File: config.mk
export PLATFORM = sky130hd
export DESIGN_NAME = uop_issue_ctrl
export DESIGN_NICKNAME = d
export VERILOG_FILES = /design/src/rtl/uop_issue_ctrl.sv
export SDC_FILE = /design/constraint.sdc
export NUM_CORES = 1
export LEC_CHECK = 0
export ABC_AREA = 1
export CELL_PAD_IN_SITES_DETAIL_PLACEMENT = 1
export CELL_PAD_IN_SITES_GLOBAL_PLACEMENT = 2
export CORE_UTILIZATION = 35
export DETAILED_ROUTE_END_ITERATION = 7
export PLACE_DENSITY = 0.79
export SYNTH_ARGS = -nofsm -noshare
export SYNTH_HDL_FRONTEND = slang
export SYNTH_SLANG_ARGS = --single-unit
File: constraint.sdc
create_clock -name clk -period 2.93 [get_ports clk]
set_input_delay 0.586 -clock clk [delete_from_list [all_inputs] [get_ports clk]]
set_output_delay 0.586 -clock clk [all_outputs]
set_load 0.02 [all_outputs]
File: src/rtl/uop_issue_ctrl.sv
// Dual-thread micro-op issue controller.
// Buffers two per-thread uop streams in small FIFOs, tracks the main thread,
// and slips secondary-thread uops into memory-busy cycles when hazard-free.
// The chosen uop is presented through a registered valid/ready output slot.

module uop_issue_ctrl #(
   parameter int DEPTH = 4
) (
   input  logic        clk,
   input  logic        rst_n,
   input  logic        flush,
   input  logic [19:0] in_a_uop,
   input  logic        in_a_last,
   input  logic        in_a_valid,
   output logic        in_a_ready,
   input  logic [19:0] in_b_uop,
   input  logic        in_b_last,
   input  logic        in_b_valid,
   output logic        in_b_ready,
   input  logic        ex_doing_mem,
   input  logic        ex_ready,
   output logic [19:0] out_uop,
   output logic        out_valid,
   output logic        out_thread,
   output logic        out_last,
   output logic        main_thread
);

   localparam int PW = (DEPTH > 1) ? $clog2(DEPTH) : 1;
   localparam int CW = PW + 1;
   localparam logic [CW-1:0] FULL = CW'(DEPTH);

   // FIFO entries are {last, uop}; index 0 is thread A, index 1 is thread B.
   logic [20:0]   fifo_mem [2][DEPTH];
   logic [PW-1:0] wr_ptr [2];
   logic [PW-1:0] rd_ptr [2];
   logic [CW-1:0] count [2];

   // Only the fields the hazard check needs are kept from the last issued uop.
   logic          last_store [2];
   logic [3:0]    last_dst [2];
   logic          last_v [2];
   logic          boundary [2];

   logic [20:0]   in_entry [2];
   logic [1:0]    in_valid;
   logic [1:0]    head_v;
   logic [1:0]    ready;
   logic [1:0]    push;
   logic [1:0]    pop;
   logic [20:0]   head [2];

   logic          alt;
   logic [20:0]   alt_head;
   logic [3:0]    alt_src1;
   logic [3:0]    alt_src0;
   logic          main_lv;
   logic          main_store;
   logic [3:0]    main_dst;
   logic          hazard_free;
   logic          alt_eligible;
   logic          idle_switch;
   logic          issue_en;
   logic          issue;
   logic          issue_thread;
   logic [20:0]   issue_entry;
   logic          switch_on_issue;

   assign in_entry[0] = {in_a_last, in_a_uop};
   assign in_entry[1] = {in_b_last, in_b_uop};
   assign in_valid    = {in_b_valid, in_a_valid};

   // Per-thread FIFO status, head entry and accepted pushes.
   always_comb begin
      head_v = '0;
      ready  = '0;
      push   = '0;
      for (int t = 0; t < 2; t++) begin
         head_v[t] = (count[t] != '0);
         ready[t]  = (count[t] != FULL);
         push[t]   = in_valid[t] & ready[t] & ~flush;
         head[t]   = fifo_mem[t][rd_ptr[t]];
      end
   end

   assign in_a_ready = ready[0];
   assign in_b_ready = ready[1];

   assign alt        = ~main_thread;
   assign alt_head   = head[alt];
   assign alt_src1   = {1'b0, alt_head[5:3]};
   assign alt_src0   = {1'b0, alt_head[2:0]};
   assign main_lv    = last_v[main_thread];
   assign main_store = last_store[main_thread];
   assign main_dst   = last_dst[main_thread];

   assign hazard_free  = ~main_lv |
                         (~main_store & (alt_src1 != main_dst) & (alt_src0 != main_dst));
   assign alt_eligible = head_v[alt] & ex_doing_mem & ~alt_head[13] & ~alt_head[20] &
                         hazard_free;
   assign idle_switch  = ~flush & ~head_v[main_thread] & boundary[main_thread] & head_v[alt];
   assign issue_en     = ~out_valid | ex_ready;

   // Issue selection: eligible alternate first, then main head; an idle switch issues nothing.
   always_comb begin
      issue        = 1'b0;
      issue_thread = main_thread;
      if (~flush & issue_en & ~idle_switch) begin
         if (alt_eligible) begin
            issue        = 1'b1;
            issue_thread = alt;
         end else if (head_v[main_thread]) begin
            issue        = 1'b1;
         end
      end
   end

   assign issue_entry     = head[issue_thread];
   assign pop             = {issue & issue_thread, issue & ~issue_thread};
   assign switch_on_issue = issue & (issue_thread == main_thread) & issue_entry[20] &
                            head_v[alt];

   // FIFO pointers and occupancy; flush empties both queues.
   always_ff @(posedge clk or negedge rst_n) begin
      if (!rst_n) begin
         for (int t = 0; t < 2; t++) begin
            wr_ptr[t] <= '0;
            rd_ptr[t] <= '0;
            count[t]  <= '0;
         end
      end else if (flush) begin
         for (int t = 0; t < 2; t++) begin
            wr_ptr[t] <= '0;
            rd_ptr[t] <= '0;
            count[t]  <= '0;
         end
      end else begin
         for (int t = 0; t < 2; t++) begin
            if (push[t]) wr_ptr[t] <= wr_ptr[t] + 1'b1;
            if (pop[t])  rd_ptr[t] <= rd_ptr[t] + 1'b1;
            count[t] <= count[t] + CW'(push[t]) - CW'(pop[t]);
         end
      end
   end

   // FIFO storage needs no reset; occupancy decides what is valid.
   always_ff @(posedge clk) begin
      for (int t = 0; t < 2; t++) begin
         if (push[t]) fifo_mem[t][wr_ptr[t]] <= in_entry[t];
      end
   end

   // Per-thread record of the last issued uop and instruction-boundary flag.
   always_ff @(posedge clk or negedge rst_n) begin
      if (!rst_n) begin
         for (int t = 0; t < 2; t++) begin
            last_store[t] <= 1'b0;
            last_dst[t]   <= '0;
            last_v[t]     <= 1'b0;
            boundary[t]   <= 1'b1;
         end
      end else if (flush) begin
         for (int t = 0; t < 2; t++) begin
            last_v[t]   <= 1'b0;
            boundary[t] <= 1'b1;
         end
      end else begin
         for (int t = 0; t < 2; t++) begin
            if (pop[t]) begin
               last_store[t] <= head[t][13];
               last_dst[t]   <= head[t][11:8];
               last_v[t]     <= 1'b1;
               boundary[t]   <= head[t][20];
            end
         end
      end
   end

   // Main thread toggles at an instruction end or on an idle boundary switch.
   always_ff @(posedge clk or negedge rst_n) begin
      if (!rst_n) begin
         main_thread <= 1'b0;
      end else if (idle_switch | switch_on_issue) begin
         main_thread <= ~main_thread;
      end
   end

   // Registered output slot; holds while the execute stage stalls.
   always_ff @(posedge clk or negedge rst_n) begin
      if (!rst_n) begin
         out_uop    <= '0;
         out_valid  <= 1'b0;
         out_thread <= 1'b0;
         out_last   <= 1'b0;
      end else if (flush) begin
         out_valid <= 1'b0;
      end else if (issue) begin
         out_uop    <= issue_entry[19:0];
         out_last   <= issue_entry[20];
         out_thread <= issue_thread;
         out_valid  <= 1'b1;
      end else if (issue_en) begin
         out_valid <= 1'b0;
      end
   end

endmodule

==> results by group <==
Synthesis
  – Top cells by count, synth: 181 x nand2_1, 168 x edfxtp_1, 73 x nor2_1, 68 x nand3_1, 52 x o21ai_0
  – Ranking of synthesized cells by area: edfxtp_1 55%, dfrtp_1 14%, nand2_1 7.4%, nand3_1 3.7%, nor2_1 3.0%
  – Area leader, netlist: edfxtp_1
  – Cell with the most instances after synthesis: nand2_1
  – Cell variety after synth: 36
  – Async SR Flop Fraction: 23.6%
  – Syn avg cell area: 11.7 um^2
  – Net Count, Synth: 842
  – Synth Flop Type: edfxtp_1
  – Synth Cell Area: 9170 um^2
  – EDFF count, synth: 168
  – Synthesis Warnings: 0
  – Cells after Synth: 781
  – Sequential-to-total area share from yosys stat: 69.2%
  – Post-synth top area share: 55.0%
  – Yosys reg bits: 220

Global route
  – First-pass GRT wire length: 36.1 mm
  – Initial antenna violation count: 0
  – Largest net degree at the start of global routing: 27
  – Total gr overflow: 0
  – Gr usage total: 17.7%
  – Number of global-route vias before repair: 6454

Routing
  – DR iter-0 viols: 280
  – Met3 wire len: 795 um
  – Routed via count: 6261
  – Pre-antenna DRT Iters: 4
  – Routed wire per std cell: 18.9 um
  – M1 WL: 10.7 mm
  – Routed WL: 23.8 mm
  – WL met2: 11.8 mm
  – Antenna-violating nets left: 0
  – DRC viols: 0
  – Vias/cell: 4.97
  – Uppermost routed layer: met4

Setup path
  – Worst EP arrival: 3430 ps
  – CP Data Required Time: 3360 ps
  – CP Launch Type: register
  – CP Max Fanout: 13
  – CP dominant cell by count: nand2_4
  – Slowest CP cell: dfrtp_2
  – Critical R2R Capture: count[5]
  – FF-to-FF path depth: 16
  – CP Cell Sequence: buf_6 -> buf_4 -> a211oi_1 -> nand3_1 -> nand4_1 -> a21oi_4 -> nand2_4 -> buf_6 -> nand2_4 -> nand2_4 -> xor2_2 -> ha_2 -> inv_2 -> fa_2 -> and3_4 -> nor3_4
  – Critical path's largest stage delay: 480 ps
  – R2r startpoint: main_thread
  – Critical path class: reg -> reg
  – Crit. End Element: register
  – R2R setup slack: -80 ps

Layout
  – Layout cells sized above 1: 21.9%
  – Ant diodes: 0
  – Nets: 973
  – Finished Cell Area: 11900 um^2
  – Area Overhead vs Synth: 29.3%
  – Core Util, Final: 46.6%
  – Finished Layout Cells: 1260

Floorplanning
  – Die X: 164 um
  – Die ar.: 26900 um^2
  – IO Pins: 75
  – Core Region: 25500 um^2
  – Starting Density: 36.0%
  – Row count: 58
  – Die height: 164 um

CTS
  – Root Buffer: clkbuf_16
  – Clock Tree Buf Depth: 3
  – Clock latency on the worst-skew pair: 510 ps
  – CTS Sinks: 220
  – Hold Buf Count CTS: 0
  – Clk slew on worst S/H paths: 60 ps
  – H-tree depth: 1
  – CTS buffer count: 24
  – CTS tree: built

Power
  – Peak supply drop: 0.494 mV
  – Power Density: 928 nW/um^2
  – LEAKAGE: 4.59 nW
  – Final Power: 11.0 mW

Outcome
  – Status: finished with violations
  – Violated checks: setup timing

STA
  – Final Critical Period: 3010 ps
  – Post-Route Setup TNS: -121 ps
  – Rel. slew slack: 60.6%
  – Final-report setup violation count: 3
  – RSZ-0062 raised after global routing: yes
  – Endpoints failing hold: 0
  – Layout Skew: 14.8 ps
  – Hold Slack: 81.1 ps
  – Highest clock rate: 333 MHz
  – Max Slew Vio Count: 0
  – Least-Margin Pin Slew: 591 ps
  – Final worst-path cycle share: 103%
  – Fin worst setup slack: -77.2 ps

Placement
  – Post-DP Area: 10500 um^2
  – Final GP Congestion: 0.794
  – Placement Setup Slack: -239 ps
  – IO buf count: 74
  – Dpl hpwl: 15.7 mm
  – Placed Instances: 1199

Flow run
  – Max_cap viols: 0

Worst hold path
  – Hold Path Class: in -> async
metal layers:
layer / GRT usage (%) / vias to the layer above
li1: - / 2985
met1: 24.0 / 3131
met2: 29.9 / 116
met3: 2.25 / 29
met4: 4.25 / 0
met5: 0 / -
critical path, delay by kind of cell, from the launching register on:
family	cells	cell delay, ps
AOI/OAI and AO/OA	2	330
xor gates and xnor gates	1	140
and+or+nand+nor	7	930
adders and majority gates	2	520
DFF	1	480
buffers and inverters	4	510
flip-flops by register name (all words and copies together), names as in the netlist:
name         count
out_valid        1
last_store       2
last_dst         8
out_last         1
rd_ptr           4
wr_ptr           4
main_thread      1
count            6
fifo_mem       168
last_v           2
boundary         2
out_thread       1
out_uop         20
area by class of cell:
class | count | area, um^2
fill | 2638 | 13600
clock buffer | 31 | 648
sequential | 220 | 6350
tap | 330 | 413
clock inverter | 13 | 146
multi-input combinational | 479 | 2700
timing repair inverter | 1 | 11.3
inverter | 44 | 216
timing repair buffer | 142 | 1370
how the worst max path moves through the flow:
stage | startpoint | end | slack, ps | depth (start not counted)
2_1_floorplan | main_thread | count[2] | 140 | 19
3_3_place_gp | flush | count[5] | -60 | 15
3_5_place_dp | flush | count[5] | -240 | 15
4_1_cts | rd_ptr[0] | count[5] | 0.08 | 22
5_1_grt | rd_ptr[0] | count[2] | -190 | 22
6_report | main_thread | count[5] | -80 | 16
placed cells by master, fill, tap and decap left out, drive strengths merged:
cell type | synthesis | final
a211oi | 1 | 1
nand3 | 77 | 77
a32o | 10 | 10
edfxtp | 168 | 168
o21a | 1 | 1
o211ai | 6 | 6
nand4 | 2 | 2
bufinv | 0 | 3
ha | 10 | 10
fa | 2 | 2
buf | 23 | 68
dfstp | 2 | 2
xor2 | 3 | 3
a21oi | 16 | 16
and3 | 1 | 1
clkinvlp | 0 | 2
clkbuf | 15 | 32
nand2 | 189 | 189
or2 | 3 | 3
nor2 | 73 | 73
o21ai | 62 | 62
clkdlybuf4s50 | 0 | 73
inv | 44 | 43
dfrtp | 50 | 50
o22ai | 20 | 20
nor3 | 3 | 3
clkinv | 0 | 10
report_power, final:
group | internal (mW) | switching [mW]
Sequential | 3.82 | 0.273
Combinational | 1.57 | 2.32
Clock | 1.83 | 1.20
logic make-up after synthesis:
kind of cell | share of synthesized area [%]
adder cells (fa/ha/maj) | 1.80
AND/OR/NAND/NOR | 16.2
XOR/XNOR | 0.287
flip-flops | 69.2
AO/OA/AOI/OAI | 7.72
buffers and inverters | 4.72
repair_timing:
| item | CTS | global route |
|---|---|---|
| gates resized for setup | 18 | 73 |
| gates cloned | 0 | 2 |
| pin swaps | 1 | 13 |
| setup buffers | 4 | 11 |
| endpoints found under the setup margin | 2 | 22 |
Note: power is estimated with default switching activity, not from simulation.
